### src/rtl/cordic_phase_gen_pkg.sv
// rtl/cordic_phase_gen_pkg.sv - shared state encoding and angle constants for the CORDIC phase generator
package cordic_phase_gen_pkg;

    typedef enum logic [1:0] {
        ST_IDLE  = 2'd0,
        ST_RUN   = 2'd1,
        ST_SWEEP = 2'd2,
        ST_DRAIN = 2'd3
    } state_e;

    localparam logic [23:0] ANGLE_90  = 24'h400000;
    localparam logic [23:0] ANGLE_180 = 24'h800000;

endpackage

### src/rtl/cordic_valid_delay.sv
// rtl/cordic_valid_delay.sv - fixed-depth valid shift register matching CORDIC pipeline latency
module cordic_valid_delay #(
    parameter int DEPTH = 25
) (
    input  logic clk,
    input  logic reset,
    input  logic valid_i,
    output logic valid_o
);

    logic [DEPTH-1:0] sr_q;
    logic [DEPTH-1:0] sr_d;

    generate
        if (DEPTH == 1) begin : g_single
            // single stage: just register the input
            always_comb sr_d = valid_i;
        end else begin : g_chain
            // shift toward the MSB every clock; MSB is the delayed valid
            always_comb sr_d = {sr_q[DEPTH-2:0], valid_i};
        end
    endgenerate

    // shift register state; reset flushes any in-flight valids
    always_ff @(posedge clk) begin
        if (reset) begin
            sr_q <= '0;
        end else begin
            sr_q <= sr_d;
        end
    end

    assign valid_o = sr_q[DEPTH-1];

endmodule

### src/rtl/cordic_phase_gen.sv
// rtl/cordic_phase_gen.sv - phase accumulator angle source with fixed/chirp modes and CORDIC latency tracking
module cordic_phase_gen
    import cordic_phase_gen_pkg::*;
#(
    parameter int WIDTH          = 24,
    parameter int CORDIC_LATENCY = 25
) (
    input  logic             clk,
    input  logic             reset,
    input  logic             start_i,
    input  logic             stop_i,
    input  logic             mode_i,
    input  logic [WIDTH-1:0] ftw_i,
    input  logic             ftw_load_i,
    input  logic [WIDTH-1:0] chirp_step_i,
    input  logic [WIDTH-1:0] chirp_end_i,
    input  logic [WIDTH-1:0] phase_off_i,
    output logic [WIDTH-1:0] angle_o,
    output logic             angle_valid_o,
    output logic             out_valid_o,
    output logic             wrap_o,
    output logic             busy_o
);

    localparam int                CNT_W    = $clog2(CORDIC_LATENCY + 1);
    localparam logic [CNT_W-1:0]  CNT_LAST = CNT_W'(CORDIC_LATENCY - 1);

    state_e             state_q, state_d;
    logic [WIDTH-1:0]   phase_q, phase_d;
    logic [WIDTH-1:0]   freq_q,  freq_d;
    logic [WIDTH-1:0]   off_q,   off_d;
    logic               wrap_q,  wrap_d;
    logic [CNT_W-1:0]   cnt_q,   cnt_d;

    // one extra bit on both sums: carry-out for wrap, and a no-wrap chirp end compare
    logic [WIDTH:0]     phase_sum;
    logic [WIDTH:0]     chirp_sum;
    logic               chirp_done;

    assign phase_sum  = {1'b0, phase_q} + {1'b0, freq_q};
    assign chirp_sum  = {1'b0, freq_q} + {1'b0, chirp_step_i};
    assign chirp_done = (chirp_sum >= {1'b0, chirp_end_i});

    // next-state and datapath update for the generator FSM
    always_comb begin
        state_d = state_q;
        phase_d = phase_q;
        freq_d  = freq_q;
        off_d   = off_q;
        wrap_d  = 1'b0;
        cnt_d   = cnt_q;

        case (state_q)
            ST_IDLE: begin
                if (start_i) begin
                    phase_d = '0;
                    off_d   = phase_off_i;
                    freq_d  = ftw_i;
                    state_d = mode_i ? ST_SWEEP : ST_RUN;
                end else if (ftw_load_i) begin
                    freq_d = ftw_i;
                end
            end
            ST_RUN: begin
                if (stop_i) begin
                    state_d = ST_DRAIN;
                    cnt_d   = '0;
                end else begin
                    phase_d = phase_sum[WIDTH-1:0];
                    wrap_d  = phase_sum[WIDTH];
                    if (ftw_load_i) begin
                        freq_d = ftw_i;
                    end
                end
            end
            ST_SWEEP: begin
                if (stop_i) begin
                    state_d = ST_DRAIN;
                    cnt_d   = '0;
                end else begin
                    phase_d = phase_sum[WIDTH-1:0];
                    wrap_d  = phase_sum[WIDTH];
                    if (chirp_done) begin
                        freq_d  = chirp_end_i;
                        state_d = ST_RUN;
                    end else begin
                        freq_d = chirp_sum[WIDTH-1:0];
                    end
                end
            end
            ST_DRAIN: begin
                // hold busy until the last live angle has left the CORDIC pipe
                if (cnt_q == CNT_LAST) begin
                    state_d = ST_IDLE;
                end else begin
                    cnt_d = cnt_q + 1'b1;
                end
            end
            default: begin
                state_d = ST_IDLE;
            end
        endcase
    end

    // generator registers with synchronous reset
    always_ff @(posedge clk) begin
        if (reset) begin
            state_q <= ST_IDLE;
            phase_q <= '0;
            freq_q  <= '0;
            off_q   <= '0;
            wrap_q  <= 1'b0;
            cnt_q   <= '0;
        end else begin
            state_q <= state_d;
            phase_q <= phase_d;
            freq_q  <= freq_d;
            off_q   <= off_d;
            wrap_q  <= wrap_d;
            cnt_q   <= cnt_d;
        end
    end

    assign angle_o       = phase_q + off_q;
    assign angle_valid_o = (state_q == ST_RUN) || (state_q == ST_SWEEP);
    assign wrap_o        = wrap_q;
    assign busy_o        = (state_q != ST_IDLE);

    cordic_valid_delay #(
        .DEPTH (CORDIC_LATENCY)
    ) u_valid_delay (
        .clk     (clk),
        .reset   (reset),
        .valid_i (angle_valid_o),
        .valid_o (out_valid_o)
    );

endmodule

### config.mk
export PLATFORM = sky130hd
export DESIGN_NAME = cordic_phase_gen
export DESIGN_NICKNAME = d
export VERILOG_FILES = /design/src/rtl/cordic_phase_gen_pkg.sv /design/src/rtl/cordic_valid_delay.sv /design/src/rtl/cordic_phase_gen.sv
export SDC_FILE = /design/constraint.sdc
export NUM_CORES = 1
export LEC_CHECK = 0
export ABC_AREA = 1
export CORE_ASPECT_RATIO = 0.9
export CORE_MARGIN = 3
export CORE_UTILIZATION = 50
export DETAILED_ROUTE_END_ITERATION = 8
export HOLD_SLACK_MARGIN = 0.1
export MAX_ROUTING_LAYER = met4
export PLACE_DENSITY = 0.72
export REMOVE_ABC_BUFFERS = 1
export SLEW_MARGIN = 20
export SYNTH_ARGS = -nofsm -noshare
export SYNTH_HDL_FRONTEND = slang
export SYNTH_SLANG_ARGS = --single-unit
### constraint.sdc
create_clock -name clk -period 8.7 [get_ports clk]
set_input_delay 1.74 -clock clk [delete_from_list [all_inputs] [get_ports clk]]
set_output_delay 1.74 -clock clk [all_outputs]
set_load 0.005 [all_outputs]
[After elaboration in Yosys (flattened, before gate mapping)]
Index checks and enable logic that the tools add are counted.
W data, S select, Z words.
Storage, ports and cells
  bits of input ports: 102
  word-level logic and storage cells: 58
  flip-flop bits (word level): 105
Operators by class
  bitwise operators: 1
  equality and inequality tests: 13
  magnitude comparators: 1
  add/subtract/negate cells: 4
  reduce and logical (&&, ||, !) cells: 13
  mux-type cells: 19
Operator list (number)
  $mux W24: 7
  $pmux W24 S3: 1
  $add A24 B24 Y25: 2
  $pmux W24 S2: 1
  $ge A25 B24 Y1: 1
  $add A24 B24 Y24: 1
  $ne A2 B2 Y1 const B: 7
  $mux W2: 6
  $mux W5: 2
  $pmux W5 S2: 1
  $reduce_and A3 Y1: 3
  $pmux W2 S4: 1
  $reduce_bool A2 Y1: 3
  $add A5 B1 Y5 const B: 1
  $eq A5 B5 Y1 const B: 1
  $eq A2 B2 Y1 const B: 2
  $reduce_and A4 Y1: 1
  $ne A3 B3 Y1 const B: 1
  $reduce_bool A3 Y1: 1
  $reduce_or A3 Y1: 1
  $eq A2 B1 Y1 const B: 1
  $logic_not A2 Y1: 1
  $ne A2 B1 Y1 const B: 1
  $reduce_and A2 Y1: 1
  3 further kinds: 3

[Depth between registers and ports, before layout]
Gate-level depths: netlist of run 1.
  depth in word-level cells: 5
  depth in mapped cells: 29
  depth with buffers taken out: 28

[By module]
Synthesis of run 1 repeated with hierarchy kept, for this count alone.
Unflattened totals
  cells, all modules: 1671
  area, all modules: 10222.3 um^2
By module, submodules not included
  cordic_phase_gen: area each 9497.9 um^2, times used 1, seq. area each 1601.5 um^2, cells each 1593
  cordic_valid_delay: area each 724.4 um^2, times used 1, seq. area each 500.5 um^2, cells each 78

[Worst setup path before layout of run 1]
No wires, ideal clock.
  kind: input port to flip-flop
  start: input port chirp_step_i[0]
  end: register freq_q[1]
  stages on the path: 22
  arrival: 4418 ps
  slack: 4150 ps
  cell sequence: ha_1 -> fa_1 -> nand3_2 -> nand3_4 -> nand2_2 -> nand3_2 -> nand2_1 -> nand3b_1 -> nand2_1 -> inv_1 -> ha_1 -> a21oi_1 -> o21ai_0 -> a21oi_1 -> nand2_1 -> nand2_1 -> clkbuf_1 -> nand4_1 -> nand3_1 -> nand2_1 -> nand2_1 -> a21oi_1
Between the ends
  word-level cells in the longest chain between the ends: 5
Ends and longest elaborated chain
  start: declaration: line cordic_phase_gen.sv:15  | input logic [WIDTH-1:0] chirp_step_i,
  $add A24 B24 Y25 *: line cordic_phase_gen.sv:41  | assign chirp_sum = {1'b0, freq_q} + {1'b0, chirp_step_i};
  $ge A25 B24 Y1: line cordic_phase_gen.sv:42  | assign chirp_done = (chirp_sum >= {1'b0, chirp_end_i});
  $mux W24 *: line cordic_phase_gen.sv:83  | if (chirp_done) begin
  $mux W24 *: line cordic_phase_gen.sv:77  | if (stop_i) begin
  $pmux W24 S3 *: line cordic_phase_gen.sv:53  | case (state_q)
  end signal: assignment: line cordic_phase_gen.sv:117  | freq_q <= freq_d;
  end: declaration: line cordic_phase_gen.sv:30  | logic [WIDTH-1:0] freq_q, freq_d;
Mark *: on every way between the ends. The rest lies on a longest branch, timed or not. The select of a mux whose other input is x is not followed.
A chain may end at the register's enable or synchronous reset.

[Worst setup path in the final report of run 1]
  start: input port chirp_step_i[0]
  end: register freq_q[19]
Same word-level chain as after synthesis.

==> run metrics, run 1 <==
status=finished clean; clock latency at the later pin of the worst-skew pair=0.37 ns; WS Path Type=input port to flop; FMAX=between 150 and 200 MHz; Hold Buf Count CTS=0; antenna violations before repair=0; commonest non-fill, non-tap cell in the layout=nand2_1; Final ANT Viol Nets=0; Worst slew margin=48.40%; cell row count=48; Total GRT Usage=29.60%; min cycle time layout=5.774 ns; first-pass GRT wire length=50820 um; WP data arrival=6.06 ns; Reg clk slew, reported paths=0.08 ns; Bufs on Longest Clock Path=2; Slew @ Worst Pin=a little under 0.8 ns; post-CTS resize count=0; sw frac=51.24%; top cells by area, synth=dfxtp_1, nand2_1, ha_1, inv_1, a21oi_1; DP HPWL=25100 um; Async S/R FF share, synth=0%; Port Buf Inserts=129; DRC viols=0; largest net degree at the start of global routing=62; YS warnings=0; Yosys top cell area share=21.02%; Placed Cells=approximately 2.0k; die area=21730 sq um; GR Overflow Total=0; CTS HTree Levels=3; die width=155.1 um; fillers=about 2k; Yosys cell types=52; fraction of layout cells with a size suffix above 1=3.305%; fin nets=1958; maxcap violations=0; Final Hold Vio Count=0; Power Total=3.166 mW; WL/cell=15.66 um; leak pwr=5.931 nW; Mapped Cells=1647; unrepaired setup endpoints after global routing=false; Syn Std Cell Area=between 9000 and 10000 sq um; Tcrit/Tclk final=66.36%; Syn-to-layout area delta=17.67%; P_sw=1.622 mW; vias in the first global route=9912; io pins=130; share of total power in combinational logic=64.6%; Placed Area=around 11000 sq um; Seq/Total Area, Yosys=roughly a fifth; Cell Int Power=~1.5 mW; Post-Route Setup TNS=0 ns; WP data required=8.99 ns; Fin Hold WS=0.4028 ns; final slew viol count=0; Avg Vias per Cell=5.344; Routability Congestion=1.016; Max FO, Critical Path=24; setup repair bufs after CTS=0; routed vias=10.72k; Routed WL=31400 um; power share of the clock group=between 10% and 20%; total CTS buffers=9; cell taking the most area after synthesis=dfxtp_1; antenna cells=0; clock skew=0.009694 ns; CTS tree=built; worst min path class=flop to flop; highest-count cells in the layout ignoring fill and taps=nand2_1, inv_1, nor2_1; non-filler cells in the finished layout=between 2k and 2.5k; Die Y=140.2 um; core area=about 19000 sq um; post-route cell area=about 12000 sq um; crit start category=input port; Root Buffer=clkbuf_16; register share of total power=between 20% and 30%; PwrDens=269.1 nW/um^2; DR iter-0 viols=900; Detailed Routing Iterations Pass 1=5; Post-synth EDFFs=0; Worst setup EP type=flop; mean area per synthesized cell=6.071 sq um; Max VDD drop=0.1299 mV; Synth Register Bits=between 100 and 150; initial core utilization=51.54%; # setup viols final=0; Clock Sinks=between 100 and 150; top_reg_cell synth=dfxtp_1
-- synth_stat cells (2+ instances only) --
cell type / count
inv_1: 240
a21oi_1: 142
nor2_1: 179
or2_0: 2
ha_1: 103
a211oi_1: 2
xor2_1: 22
nand2_2: 4
o21bai_1: 4
nor4_1: 5
nor3_1: 14
buf_1: 4
a21oi_2: 7
o211ai_1: 3
buf_6: 4
nand2_1: 475
nor2_2: 2
o21ai_1: 8
nand4_1: 28
o31ai_1: 2
buf_2: 11
nand3b_1: 13
dfxtp_1: 105
a21o_1: 3
a21boi_0: 2
fa_1: 3
nand3_2: 2
o21ai_0: 83
a221oi_1: 2
clkbuf_1: 27
a32o_1: 2
nand3_4: 2
inv_2: 2
mux2i_1: 19
xnor2_1: 7
mux2_2: 4
nand3_1: 95
-- stage by stage --
step	utilization [%]	setup WS (ns)
after floorplan	-	3.974
after global placement	59.02	2.728
after detailed placement	59.02	2.635
after CTS	60.65	3.003
after global routing	60.65	2.589
final	60.65	2.926
-- final timing paths --
path | start | endpoint | slack (ns) | cells after the start
setup / recovery | chirp_step_i[0] | freq_q[19] | 2.93 | 23
setup reg to reg | freq_q[0] | freq_q[19] | 4.33 | 22
hold reg to reg | u_valid_delay.sr_q[16] | u_valid_delay.sr_q[17] | 0.40 | 2
hold / removal | u_valid_delay.sr_q[16] | u_valid_delay.sr_q[17] | 0.40 | 2
-- flip-flops by register name, indices dropped and copies added (netlist names) --
name and cells:
off_q 24, state_q 2, phase_q 24, wrap_o 1, cnt_q 5, freq_q 24
u_valid_delay.sr_q 25
-- layout make-up --
type                       count  area (sq um)  share of cell area [%]
multi-input combinational   1252          6760                   57.46
timing repair buffer         139          1361                   11.57
inverter                     243         912.1                   7.753
clock buffer                   9         225.2                   1.914
sequential                   105          2102                   17.87
tap                          250         312.8                   2.659
clock inverter                 7         91.34                  0.7764
-- layer usage --
layer,part of all wire [%],global-route usage (%)
met1,48,42.23
met2,44,45.46
met3,6.1,3.398
met4,1.6,5.901
met5,0,-
-- kinds of logic after synthesis --
kind of cell             share of synthesized area (%)
AO/OA/AOI/OAI                                    14.48
XOR/XNOR                                         2.540
adder cells (fa/ha/maj)                          13.49
buffers and inverters                            11.36
flip-flops                                       21.02
multiplexers                                     2.353
AND/OR/NAND/NOR                                  34.75
-- critical path, stage by stage --
cell	delay (ns)
clkdlybuf4s50_1	0.41
ha_1	0.27
fa_1	0.54
nand3_2	0.16
nand3_4	0.11
nand2_2	0.08
nand3_2	0.12
nand2_1	0.17
nand3b_1	0.09
nand2_1	0.12
inv_1	0.06
ha_1	0.31
a21oi_1	0.16
o21ai_0	0.14
a21oi_1	0.14
nand2_1	0.11
nand2_1	0.43
nand3_4	0.39
nand2_1	0.17
nand3_1	0.09
nand2_1	0.07
nand2_1	0.05
a21oi_1	0.11
-- power by group through the flow --
stage               Combinational, mW  Sequential (mW)  Clock, mW
finish                           2.05            0.686      0.434
global route                     2.33            0.697      0.462
CTS                              2.02            0.685      0.441
floorplan                        1.41            0.649          0
detailed placement               2.01            0.696          0
global placement                 1.99            0.695          0
(Power assumes the default switching activity.)
==> run 2: changes to the inputs <==
Settings changed: PLACE_DENSITY 0.72 to 0.75.
Clock period 8.7 ns to 5.2 ns, I/O delays scaled along.
==> run metrics, run 2 (synthesized netlist as in run 1, its figures left out) <==
core area=19400 sq um (unchanged); slowest cell on the critical path=fa_1; worst min path class=flop to flop; Final ANT Viol Nets=0 (unchanged); Fin Hold WS=0.4054 ns (+0.002647 ns); Root Buffer=clkbuf_16; # setup viols final=0 (unchanged); Placed Cells=1995 (+0.30%); crit start category=input port; Reg clk slew, reported paths=0.08 ns (about the same); Die Y=140.2 um (unchanged); maxcap violations=0 (unchanged); first-pass GRT wire length=49270 um (-3.1%); antenna violations before repair=0 (unchanged); DR iter-0 viols=891 (-1.0%); non-filler cells in the finished layout=2011 (+0.30%); Worst setup EP type=flop; commonest non-fill, non-tap cell in the layout=nand2_1; WP data required=5.47 ns (-3.52 ns); cell row count=48 (unchanged); io pins=130 (unchanged); setup repair bufs after CTS=0 (unchanged); Crit path max-delay family=simple AND/OR/NAND/NOR gates; die area=21730 sq um (unchanged); DRC viols=0 (unchanged); Avg Vias per Cell=5.336 (-0.15%); Detailed Routing Iterations Pass 1=5 (unchanged); Clock Sinks=105 (unchanged); PwrDens=446.3 nW/um^2 (+66%); critical path startpoint=chirp_step_i[0]; CTS tree=built; Worst slew margin=49.18% (+0.79 points); Hold Buf Count CTS=0 (unchanged); total CTS buffers=9 (unchanged); R2R Setup Slk=1.26 ns (-3.07 ns); beginning of the worst hold path=u_valid_delay.sr_q[5]; Reg with most FFs=u_valid_delay.sr_q; Total GRT Usage=28.37% (-1.2 points); fraction of layout cells with a size suffix above 1=3.578% (+0.27 points); clock latency at the later pin of the worst-skew pair=0.36 ns (about the same); Port Buf Inserts=129 (unchanged); largest net degree at the start of global routing=49 (-21%); Routed WL=30470 um (-3.0%); fin nets=1964 (+0.31%); final slew viol count=0 (unchanged); die width=155.1 um (unchanged); Bufs on Longest Clock Path=2 (unchanged); fillers=1952 (-0.051%); Final Hold Vio Count=0 (unchanged); WP buf/inv=3 (+1); leak pwr=5.952 nW (+0.36%); worst r2r src=freq_q[0]; highest-count cells in the layout ignoring fill and taps=nand2_1, inv_1, nor2_1; number of flip-flops in the largest register=25 (unchanged); Routability Congestion=0.9981 (-1.8%); CTS HTree Levels=3 (unchanged); clock skew=0.01493 ns (+0.005238 ns); WP data arrival=4.93 ns (-1.13 ns); Tcrit/Tclk final=89.59%; unrepaired setup endpoints after global routing=false; antenna cells=0 (unchanged); post-CTS resize count=0 (unchanged); Final Core Density=60.85% (+0.20 points); WL/cell=15.15 um (-3.2%); vias in the first global route=9809 (-1.0%); cell mode on critical path=nand2_1; initial core utilization=51.54% (unchanged); GR Overflow Total=0 (unchanged); min cycle time layout=4.659 ns; routed vias=10.73k (+0.15%); FMAX=around 210 MHz; status=finished clean; Syn-to-layout area delta=18.06%; Post-Route Setup TNS=0 ns (unchanged); DP HPWL=24470 um (-2.5%); Slew @ Worst Pin=0.7614 ns (-0.01177 ns); WS Path Type=input port to flop; Max VDD drop=0.2123 mV (+63%); CP peak stage delay=0.54 ns (about the same); Max FO, Critical Path=24 (unchanged)
-- run 2: path summary, 6_finish.rpt --
check / cells after the start / endpoint
max: 25 / freq_q[15]
max reg2reg: 24 / freq_q[15]
min reg2reg: 2 / u_valid_delay.sr_q[6]
min: 2 / u_valid_delay.sr_q[6]
-- run 2: cell type report --
cell class                 count  area, sq um  area share (%)
multi-input combinational   1252         6760           57.27
clock buffer                   9        225.2           1.908
inverter                     243        912.1           7.727
tap                          250        312.8           2.650
timing repair buffer         145         1406           11.91
clock inverter                 7        85.08          0.7208
sequential                   105         2102           17.81
-- run 2: stage by stage --
step | cell area (sq um) | power (mW) | setup slack, ns
5_1_grt | 11800 | 5.797 | 0.1899
4_1_cts | 11800 | 5.237 | 0.6614
6_report | 11800 | 5.268 | 0.5411
3_5_place_dp | 11490 | 4.514 | 0.3093
2_1_floorplan | 9774 | 3.446 | 1.174
3_3_place_gp | 11490 | 4.453 | 0.3212
-- run 2: power by group --
part	switching, mW	internal [mW]
logic	2.13	1.28
registers	0.188	0.968
clock network	0.355	0.346
-- run 2: tightest hold or removal path: stages, from the launching register on --
cell	delay, ns
dfxtp_1	0.30
inv_1	0.04
nor2_1	0.03
-- run 2: metal layers --
| layer | track usage [%] | part of all wire [%] | up-vias |
|---|---|---|---|
| met5 | - | 0 | - |
| met1 | 40.64 | 48 | 4812 |
| met2 | 42.42 | 44 | 359 |
| li1 | - | - | 5529 |
| met3 | 5.066 | 7.6 | 31 |
| met4 | 4.972 | 1.1 | 0 |
==> run 3: changes to the inputs <==
Settings changed: CTS_CLUSTER_SIZE set to 12.
==> results of run 3 <==
Final layout, timing and power as in run 2 (identical DEF).
